`src/rtl/video_pkg.sv`:
```
// Shared video-pipeline definitions: default raster size, frame reader state
// encoding and an index-width helper.
package video_pkg;

    localparam int DEF_HDISP = 800;
    localparam int DEF_VDISP = 480;

    typedef enum logic [1:0] {
        ST_IDLE = 2'd0,
        ST_REQ  = 2'd1,
        ST_HOLD = 2'd2
    } reader_state_e;

    // Width of a counter addressing n words, never narrower than one bit.
    function automatic int index_width(input int n);
        return (n > 1) ? $clog2(n) : 1;
    endfunction

endpackage

```
`src/rtl/wshb_frame_reader.sv`:
```
// Wishbone master that streams a linear framebuffer into a pixel FIFO.
// Optional macro WSHB_BURST_EN enables incrementing-burst cycle tags (cti/bte).
module wshb_frame_reader
    import video_pkg::*;
#(
    parameter int          HDISP     = DEF_HDISP,
    parameter int          VDISP     = DEF_VDISP,
    parameter logic [31:0] BASE_ADDR = 32'h0
) (
    input  logic        sys_clk,
    input  logic        sys_rst_n,
    input  logic        enable,
    output logic        cyc,
    output logic        stb,
    output logic        we,
    output logic [31:0] adr,
    output logic [3:0]  sel,
    output logic [2:0]  cti,
    output logic [1:0]  bte,
    input  logic [31:0] dat_sm,
    input  logic        ack,
    input  logic        err,
    input  logic        rty,
    output logic [31:0] fifo_wdata,
    output logic        fifo_write,
    input  logic        fifo_afull,
    output logic        frame_start
);

    localparam int             NPIX     = HDISP * VDISP;
    localparam int             IW       = index_width(NPIX);
    localparam logic [IW-1:0]  LAST_IDX = IW'(NPIX - 1);

    reader_state_e state, state_next;
    logic [IW-1:0] idx;
    logic          accept;
    logic          done;
    logic          leave_req;

    // Bus handshake is decoded straight from the state register, so an
    // asynchronous reset drops cyc/stb without waiting for a clock edge.
    assign stb = (state == ST_REQ);
    assign cyc = stb;
    assign we  = 1'b0;
    assign sel = 4'hF;
    assign bte = 2'b00;
    assign adr = BASE_ADDR + (32'(idx) << 2);

    assign accept    = stb & (ack | err);
    assign done      = stb & (ack | err | rty);
    assign leave_req = fifo_afull | ~enable;

    // NOTE: every combinational output gets a default first so no path can infer a latch.
    always_comb begin
        state_next = state;
        case (state)
            ST_IDLE: if (enable && !fifo_afull) state_next = ST_REQ;
            ST_REQ:  if (done && leave_req)     state_next = ST_HOLD;
            ST_HOLD: begin
                if (!enable)         state_next = ST_IDLE;
                else if (!fifo_afull) state_next = ST_REQ;
            end
            default: state_next = ST_IDLE;
        endcase
    end

`ifdef WSHB_BURST_EN
    // Tag the final beat of a burst: the bus is about to be released or the frame wraps.
    always_comb begin
        cti = 3'b000;
        if (stb) cti = (leave_req || idx == LAST_IDX) ? 3'b111 : 3'b010;
    end
`else
    assign cti = 3'b000;
`endif

    // NOTE: sequential state uses non-blocking assignments so every register samples pre-edge values.
    always_ff @(posedge sys_clk or negedge sys_rst_n) begin
        if (!sys_rst_n) state <= ST_IDLE;
        else            state <= state_next;
    end

    // Pixel index: restarts at 0 whenever the reader parks in IDLE.
    always_ff @(posedge sys_clk or negedge sys_rst_n) begin
        if (!sys_rst_n) begin
            idx <= '0;
        end else if (state == ST_IDLE || (state == ST_HOLD && state_next == ST_IDLE)) begin
            idx <= '0;
        end else if (accept) begin
            idx <= (idx == LAST_IDX) ? '0 : idx + 1'b1;
        end
    end

    // An error still produces a (black) pixel so the frame length stays exact.
    always_ff @(posedge sys_clk or negedge sys_rst_n) begin
        if (!sys_rst_n) begin
            fifo_write  <= 1'b0;
            fifo_wdata  <= '0;
            frame_start <= 1'b0;
        end else begin
            fifo_write  <= accept;
            frame_start <= accept && (idx == '0);
            if (accept) fifo_wdata <= err ? 32'h0 : dat_sm;
        end
    end

endmodule

```
`config.mk`:
```
export PLATFORM = sky130hd
export DESIGN_NAME = wshb_frame_reader
export DESIGN_NICKNAME = d
export VERILOG_FILES = /design/src/rtl/video_pkg.sv /design/src/rtl/wshb_frame_reader.sv
export SDC_FILE = /design/constraint.sdc
export NUM_CORES = 1
export LEC_CHECK = 0
export CORE_ASPECT_RATIO = 1.2
export CORE_MARGIN = 2
export CORE_UTILIZATION = 43
export DETAILED_ROUTE_END_ITERATION = 16
export MAX_ROUTING_LAYER = met4
export PLACE_DENSITY = 0.89
export SLEW_MARGIN = 20
export SYNTH_ARGS = -nofsm -noshare
export SYNTH_HDL_FRONTEND = slang
export SYNTH_SLANG_ARGS = --single-unit
```
`constraint.sdc`:
```
create_clock -name sys_clk -period 1.9 [get_ports sys_clk]
set_input_delay 0.57 -clock sys_clk [delete_from_list [all_inputs] [get_ports sys_clk]]
set_output_delay 0.57 -clock sys_clk [all_outputs]
set_load 0.02 [all_outputs]
```
* Word level (Yosys, flattened, before mapping)
Index checks and enable logic that the tools add are counted.
W data, S select, Z words.
** Word-level totals
- Bits in latches :: 0
- Bits in writable memories :: 0
- Output and inout port bits :: 78
- Input port bits :: 39
- Memories kept :: 0
- Logic and storage cells :: 34
- Memory bits (read-only) :: 0
- Bits in registers :: 55
** Cells by class
- Bitwise gates (word level) :: 6
- Order comparisons :: 0
- Shift operators :: 0
- Divide/modulo/power cells :: 0
- Multipliers :: 0
- Eq/ne operators :: 3
- Add/subtract/negate cells :: 1
- Mux-type cells :: 9
- Reductions and logical operators :: 10
** Operators with widths (number)
- $mux W19 :: 3
- $mux W32 :: 1
- $add A19 B1 Y19 const B :: 1
- $eq A19 B19 Y1 const B :: 1
- $logic_not A19 Y1 :: 1
- $mux W2 :: 4
- $pmux W2 S3 :: 1
- $logic_and A1 B1 Y1 :: 4
- $logic_not A2 Y1 :: 2
- $or A1 B1 Y1 :: 3
- $and A1 B1 Y1 :: 2
- $eq A2 B1 Y1 const B :: 1
- $eq A2 B2 Y1 const B :: 1
- $reduce_bool A2 Y1 :: 1
- $logic_not A1 Y1 :: 1
- $logic_or A1 B1 Y1 :: 1
- $not A1 Y1 :: 1

* Longest topological paths before layout
Gate-level depths: netlist of the first run.
- Depth in word-level cells :: 10
- Gate-level depth with buffers :: 7
- Depth with buffers taken out :: 6

* Worst setup path before layout of the first run
OpenSTA, ideal clock, no wires.
- Kind :: flip-flop to flip-flop
- Start :: reg idx[0]
- End :: reg idx[18]
- Library setup time :: 0.069 ns
- Clock period less this slack :: 1.841 ns
- Buffers on the path :: 0
- Cell stages (with the launch flop) :: 7
- Data arrival time :: 1.772 ns
- Slack :: 0.059 ns
- Required time :: 1.831 ns
- Path through :: dfrtp_1 ha_1 nand3_1 nor4_2 nand3_1 or3_1 nand3_1
** Between the ends
- Cells in the longest elaborated chain, start to end :: 4
- Elaborated cells on any way between the ends :: 5
- Classes of those cells :: 1 x add/sub; 1 x eq/ne; 3 x mux
** RTL lines
- start: declaration :: RTL line wshb_frame_reader.sv:35 : logic [IW-1:0] idx;
- start signal: assignment :: RTL line wshb_frame_reader.sv:90 : idx <= (idx == LAST_IDX) ? '0 : idx + 1'b1;
- $add A19 B1 Y19 or $eq A19 B19 Y1 (tied branches) :: RTL line wshb_frame_reader.sv:90
- $mux W19 * :: RTL line wshb_frame_reader.sv:90
- $mux W19 * :: RTL line wshb_frame_reader.sv:89 : end else if (accept) begin
- $mux W19 * :: RTL line wshb_frame_reader.sv:87 : end else if (state == ST_IDLE || (state == ST_HOLD && state_next == ST_IDLE)) begin
Mark *: on every way between the ends. The rest lies on a longest branch, timed or not. The select of a mux whose other input is x is not followed.
A chain may end at the register's enable or synchronous reset.

* Worst setup path in the final report of the first run
- Start :: reg fifo_wdata[28]
- End :: out fifo_wdata[28]
** RTL lines
- start: declaration :: RTL line wshb_frame_reader.sv:24 : output logic [31:0] fifo_wdata,
- start signal: assignment :: RTL line wshb_frame_reader.sv:103 : if (accept) fifo_wdata <= err ? 32'h0 : dat_sm;
No word-level cell between the ends.

==> results of run 1 <==
-- cell type report --
class,instances,area share (%)
Multi-Input combinational cell,233,31.84
Timing Repair Buffer,117,27.83
Sequential cell,55,34.17
Tap cell,85,2.641
Clock buffer,5,1.709
Inverter,7,0.6524
Clock inverter,3,1.149
-- through the flow --
step           TNS [ns]  cell area [µm²]  setup WS, ns
4_1_cts               0             3979      0.004801
6_report              0             4028       0.03610
3_5_place_dp     -2.198             3889       -0.1185
5_1_grt        -0.02184             4028      -0.01286
2_1_floorplan         0             2905       0.05945
3_3_place_gp     -1.561             3889      -0.09710
-- how the worst max path moves through the flow --
stage / start / to / slack [ns] / cells past startpoint
global route: idx[4]$_DFFE_PN0P_ / idx[13]$_DFFE_PN0P_ / -0.01 / 5
global placement: ack / idx[13]$_DFFE_PN0P_ / -0.1 / 5
floorplan: idx[0]$_DFFE_PN0P_ / idx[18]$_DFFE_PN0P_ / 0.06 / 6
CTS: idx[12]$_DFFE_PN0P_ / adr[14] / 0.005 / 1
finish: fifo_wdata[28]$_DFFE_PN0P_ / fifo_wdata[28] / 0.04 / 1
detailed placement: ack / idx[13]$_DFFE_PN0P_ / -0.12 / 5
-- layer usage --
| layer | up-vias | global-route usage (%) | share of wire (%) |
|---|---|---|---|
| li1 | 1217 | - | - |
| met1 | 1240 | 27.16 | 42 |
| met2 | 143 | 36.14 | 49 |
| met3 | 15 | 2.924 | 7.3 |
| met4 | 0 | 5.556 | 1.8 |
| met5 | - | - | 0 |
-- timing repair --
action                                  CTS  global route
cloned                                    0             0
gates resized for setup                  20            17
hold buffers                              0             0
setup buffers                             0             1
pin swaps                                 0             3
endpoints found under the setup margin   20            19
-- power breakdown --
part           internal, mW  switching [mW]
sequential             1.30          0.0647
clock                 0.398           0.393
combinational         0.375           0.460
total                  2.07           0.918
-- cell families (layout without fill, tap and decap cells) --
group	after synthesis	count (layout)	synth area share [%]
flip-flops	55	55	48.69
AO/OA/AOI/OAI	29	29	6.507
XOR/XNOR	2	2	0.6199
AND/OR/NAND/NOR	174	174	32.63
other	2	23	0.2657
multiplexers	3	3	1.062
buffers and inverters	43	132	9.340
adder cells (fa/ha/maj)	2	2	0.8852
-- Yosys cell counts, drive strengths merged (3+ instances only) --
cell type / count
nor4: 4
o21ai: 9
buf: 30
nand4: 4
dfrtp: 55
nand3b: 32
nor3: 3
nand2: 86
a21oi: 11
or3: 8
nor2: 6
nand3: 23
mux2i: 3
inv: 7
clkbuf: 6
-- state kept, by name, indices dropped and copies added, names as in the netlist --
signal	flops
state	2
frame_start	1
fifo_write	1
idx	19
fifo_wdata	32
==> implementation parameters, run 1 <==
Parameter                              Value

Run status
  Result of the run ... completed

Worst setup path
  Largest stage delay, worst path ... 0.61 ns
  Cell-by-cell trace of the critical path ... clkdlybuf4s50_1
  Data arrival, critical path ... 1.29 ns
  Start-to-end type of the worst setup path ... reg2out
  Max FO, Critical Path ... 2
  Endpoint of the most critical register-to-register path ... idx[2]$_DFFE_PN0P_
  Worst reg2reg setup slack ... 0.09 ns
  Worst reg-to-reg path cell count ... 6
  Element type at the critical path end ... output port
  Critical path buffers and inverters ... 1
  WP data required ... 1.33 ns
  Startpoint type of the worst setup path ... flop
  Beginning of the worst register-to-register path ... idx[13]$_DFFE_PN0P_
  Library cell contributing the largest single delay on the critical path ... clkdlybuf4s50_1
  Largest delay share family, worst path ... buffers and inverters

Place
  Placed wire-length estimate ... 5303 µm
  GPL Wtd Cong ... 0.9062
  Buffers on Ports ... 93
  Cell count after placement ... 496

Floorplan
  Total number of placement rows ... 32
  Die footprint ... 7241 µm²
  Core region area ... 6406 µm²
  Floorplan die width ... 78.01 µm
  Initial core utilization ... 44.12%
  Floorplan die height ... 92.82 µm
  Number of ports placed on the die boundary ... 117

Route
  Routed via count divided by cell count ... 5.178
  Drt total wl ... 7502 µm
  Routed via count ... 2,615
  Count of routing violations after the opening detailed-route iteration ... 157
  Routed Antenna Nets ... 0
  Pre-antenna DRT Iters ... 4
  Routed wirelength normalized by instance count ... 14.86 µm
  DRC violation count after routing ... 0

Pwr
  Peak supply drop ... 370.1 µV
  Tot Pwr ... 2.987 mW
  Pwr dens ... 741.5 nW/µm²
  Pleak ... 2.160 nW

Clock tree
  Number of buffers between clock root and the deepest sink ... 2
  Insertion delay of the later-clocked pin in the worst-skew pair ... 0.30 ns
  TritonCTS clock tree ... done
  H-Tree Level Count ... 2
  Cell chosen for the clock root ... clkbuf_8
  Num Clock Sinks ... 55
  Register clock-pin slew on the reported worst setup and hold paths ... 0.10 ns
  Number of buffers created by CTS ... 5

Layout
  Fillers ... 523
  Flip-flop and latch area ... 1376 µm²
  Area of the multi-input gates ... 1282 µm²
  Fin cells ... 505
  Commonest cells after routing, fill and taps aside ... nand2_1, clkdlybuf4s50_1, dfrtp_1, nand3b_1
  Ant. Diodes ... 0
  Most common library cell in the layout ignoring fill and taps ... nand2_1
  End-of-flow core utilization ... 62.87%
  Number of nets at the end of the flow ... 460
  Area growth from synthesis to layout ... 42.50%
  Share of cells above drive strength 1 ... 11.67%

Synth
  Share of flip-flops with an asynchronous set or reset ... 100.0%
  Number of enable flip-flop cells after synthesis ... 0
  Synthesized area ... 2826 µm²
  Sequential share of the synthesized area ... 48.69%
  Count of distinct cell types in the synthesized netlist ... 44
  Flop and latch count out of synthesis ... 55
  Share of the synthesized area in the top cell type ... 48.69%
  Number of warnings issued by yosys ... 0
  Most used flip-flop cell after synthesis ... dfrtp_1
  Number of standard cells after synthesis ... 310
  Cell taking the most area after synthesis ... dfrtp_1
  Top cells by area, synth ... dfrtp_1, nand2_1, nand3b_1, buf_4, nand3_1
  Synthesized area per cell ... 9.118 µm²

Global route
  Vias in the first global route ... 2,491
  Global-route congestion overflow total ... 0
  Total global-route track usage ... 21.37%
  Maximum number of pins on one net before global-route repair ... 56
  Wire length of the first global-routing pass ... 12,140 µm
  Number of antenna violations at the first check in global routing ... 0

STA
  Minimum clock period ... 1.864 ns
  Maximum frequency from static timing analysis ... 536.5 MHz
  Setup skew after layout ... 0.006629 ns
  Final critical-path share of the clock period ... 98.10%
  Max Slew Vio Count ... 0
  Hold Violations, Final ... 0
  Final number of setup-violating endpoints ... 0
  Worst Hold Margin ... 0.2387 ns

Run
  Number of max-capacitance violations reported ... 0

Worst hold path
  Tightest Hold Check Type ... in2async
Note: power is estimated with default switching activity, not from simulation.
==> inputs of run 2 (changes only) <==
--- a/config.mk
+++ b/config.mk
@@ -8,6 +8,7 @@
 export CORE_ASPECT_RATIO = 1.2
 export CORE_MARGIN = 2
 export CORE_UTILIZATION = 43
+export CTS_CLUSTER_DIAMETER = 80
 export DETAILED_ROUTE_END_ITERATION = 16
 export MAX_ROUTING_LAYER = met4
 export PLACE_DENSITY = 0.89
==> constraint.sdc (replaced) <==
create_clock -name sys_clk -period 1.9 [get_ports sys_clk]
set_input_delay 0.38 -clock sys_clk [delete_from_list [all_inputs] [get_ports sys_clk]]
set_output_delay 0.38 -clock sys_clk [all_outputs]
set_load 0.02 [all_outputs]
==> implementation parameters, run 2 (synthesis results as in run 1) <==
Parameter                              Value

Route
  Routed wirelength normalized by instance count ... 14.31 µm (was 14.86 µm)
  Routed via count ... 2,545 (was 2,615)
  Routed Antenna Nets ... 0 (unchanged)
  Drt total wl ... 7155 µm (was 7502 µm)
  Pre-antenna DRT Iters ... 4 (unchanged)
  Count of routing violations after the opening detailed-route iteration ... 119 (was 157)
  DRC violation count after routing ... 0 (unchanged)
  Routed via count divided by cell count ... 5.090 (was 5.178)

Floorplan
  Floorplan die width ... 78.01 µm (unchanged)
  Total number of placement rows ... 32 (unchanged)
  Initial core utilization ... 44.12% (unchanged)
  Die footprint ... 7241 µm² (unchanged)
  Number of ports placed on the die boundary ... 117 (unchanged)
  Floorplan die height ... 92.82 µm (unchanged)
  Core region area ... 6406 µm² (unchanged)

Worst setup path
  Start-to-end type of the worst setup path ... reg2out (unchanged)
  Cell-by-cell trace of the critical path ... buf_4 -> clkdlybuf4s50_1 (was clkdlybuf4s50_1)
  Largest stage delay, worst path ... 0.61 ns (about the same)
  Data arrival, critical path ... 1.46 ns (was 1.29 ns)
  Launching element of the worst setup path ... idx[3]$_DFFE_PN0P_ (was fifo_wdata[28]$_DFFE_PN0P_)
  Max FO, Critical Path ... 5 (was 2)
  Element type at the critical path end ... output port (unchanged)
  Library cell contributing the largest single delay on the critical path ... clkdlybuf4s50_1 (unchanged)
  Startpoint type of the worst setup path ... flop (unchanged)
  WP data required ... 1.52 ns (was 1.33 ns)
  Beginning of the worst register-to-register path ... idx[13]$_DFFE_PN0P_ (unchanged)

STA
  Final number of setup-violating endpoints ... 0 (unchanged)
  Worst Hold Margin ... 0.04849 ns (was 0.2387 ns)
  Max Slew Vio Count ... 0 (unchanged)
  Unrepaired setup endpoints after global routing ... false
  Maximum frequency from static timing analysis ... 544.4 MHz (was 536.5 MHz)
  Setup skew after layout ... 0.01002 ns (was 0.006629 ns)
  Minimum clock period ... 1.837 ns (was 1.864 ns)
  Total negative setup slack ... 0 ns (unchanged)
  Final critical-path share of the clock period ... 96.68% (was 98.10%)
  Hold Violations, Final ... 0 (unchanged)

Layout
  Commonest cells after routing, fill and taps aside ... clkdlybuf4s50_1, nand2_1, dfrtp_1, nand3b_1, conb_1 (was nand2_1, clkdlybuf4s50_1, dfrtp_1, nand3b_1)
  Top Registers ... fifo_wdata (32), idx (19), state (2) (unchanged)
  Register with the highest flop count ... fifo_wdata (unchanged)
  Ant. Diodes ... 0 (unchanged)
  Fillers ... 539 (was 523)
  Most common library cell in the layout ignoring fill and taps ... clkdlybuf4s50_1 (was nand2_1)
  Share of cells above drive strength 1 ... 11.08% (was 11.67%)
  Area growth from synthesis to layout ... 40.59% (was 42.50%)
  Fin cells ... 500 (was 505)
  Number of nets at the end of the flow ... 455 (was 460)
  Number of flip-flops in the largest register ... 32 (unchanged)

Clock tree
  Insertion delay of the later-clocked pin in the worst-skew pair ... 0.31 ns (was 0.30 ns)
  # Post-CTS Setup Buffers ... 0 (unchanged)
  Cell chosen for the clock root ... clkbuf_8 (unchanged)
  TritonCTS clock tree ... done (unchanged)
  Num Clock Sinks ... 55 (unchanged)
  Number of buffers between clock root and the deepest sink ... 2 (unchanged)
  H-Tree Level Count ... 2 (unchanged)
  Number of buffers created by CTS ... 5 (unchanged)
  Register clock-pin slew on the reported worst setup and hold paths ... 0.10 ns (about the same)

Place
  Cell count after placement ... 492 (was 496)
  Placed wire-length estimate ... 5184 µm (was 5303 µm)
  GPL Wtd Cong ... 0.8863 (was 0.9062)
  Buffers on Ports ... 93 (unchanged)

Global route
  Maximum number of pins on one net before global-route repair ... 56 (unchanged)
  Number of antenna violations at the first check in global routing ... 0 (unchanged)
  Total global-route track usage ... 20.89% (was 21.37%)
  Wire length of the first global-routing pass ... 11,880 µm (was 12,140 µm)
  Vias in the first global route ... 2,573 (was 2,491)
  Global-route congestion overflow total ... 0 (unchanged)

Pwr
  Pwr dens ... 715.0 nW/µm² (was 741.5 nW/µm²)
  Pleak ... 1.917 nW (was 2.160 nW)
  Peak supply drop ... 449.1 µV (was 370.1 µV)

Worst hold path
  Tightest Hold Check Type ... in2async (unchanged)

Run
  Number of max-capacitance violations reported ... 0 (unchanged)

Run status
  Result of the run ... completed (unchanged)
-- run 2: changes by cell type in the layout (fill, tap and decap cells not counted), sizes merged --
cell	change
dlygate4sd2	-16
clkinvlp	-1
clkinv	+2
dlymetal6s2s	-9
clkdlybuf4s15	-1
clkbuf	-1
bufinv	-1
clkdlybuf4s50	+27
buf	-5
-- run 2: worst paths after layout --
check / end / slack, ns / depth (start not counted)
max: adr[5] / 0.06 / 2
min: fifo_wdata[30]$_DFFE_PN0P_ / 0.05 / 2
max reg2reg: idx[5]$_DFFE_PN0P_ / 0.08 / 6
min reg2reg: fifo_wdata[15]$_DFFE_PN0P_ / 0.47 / 2
max in group asynchronous: idx[12]$_DFFE_PN0P_ / 1.58 / 2
min in group sys_clk: fifo_wdata[15]$_DFFE_PN0P_ / 0.47 / 2
-- run 2: cell type report --
class / instances / area (µm²) / share of cell area, %
sequential: 55 / 1379 / 34.70
multi-input combinational: 233 / 1285 / 32.34
timing repair buffer: 112 / 1086 / 27.33
tap: 85 / 106.4 / 2.676
clock buffer: 5 / 68.82 / 1.732
inverter: 7 / 26.28 / 0.6612
clock inverter: 3 / 22.52 / 0.5668
-- run 2: what timing repair did --
item                       in CTS  in global routing
hold buffers                    0                  0
resized for setup               2                  8
setup endpoints to repair       2                  8
-- run 2: worst max-delay path: cells and delay by family, from the launching register on --
kind     cells  cell delay [ns]
buf+inv      2             0.77
flops        1             0.39
-- run 2: routing by layer --
metal / vias to the layer above / global-route usage, % / wire (µm)
li1: 1207 / - / -
met1: 1196 / 26.16 / 3040
met2: 135 / 35.13 / 3479
met3: 7 / 3.996 / 575
met4: 0 / 5.117 / 60
met5: - / - / 0
-- run 2: stage by stage --
stage               power (mW)  utilization, %  worst slack [ns]  cell area [µm²]
floorplan                1.812               -           0.05945             2905
global placement         2.192           60.23           0.07766             3859
detailed placement       2.219           60.23           0.02697             3859
CTS                      2.872           61.62           0.02985             3948
global route             3.001           62.03         0.0002440             3974
finish                   2.841           62.03           0.06317             3974
-- run 2: power breakdown --
part | switching (mW) | total, mW | internal, mW
Combinational | 0.449 | 0.822 | 0.372
Sequential | 0.0688 | 1.37 | 1.30
Clock | 0.390 | 0.655 | 0.265
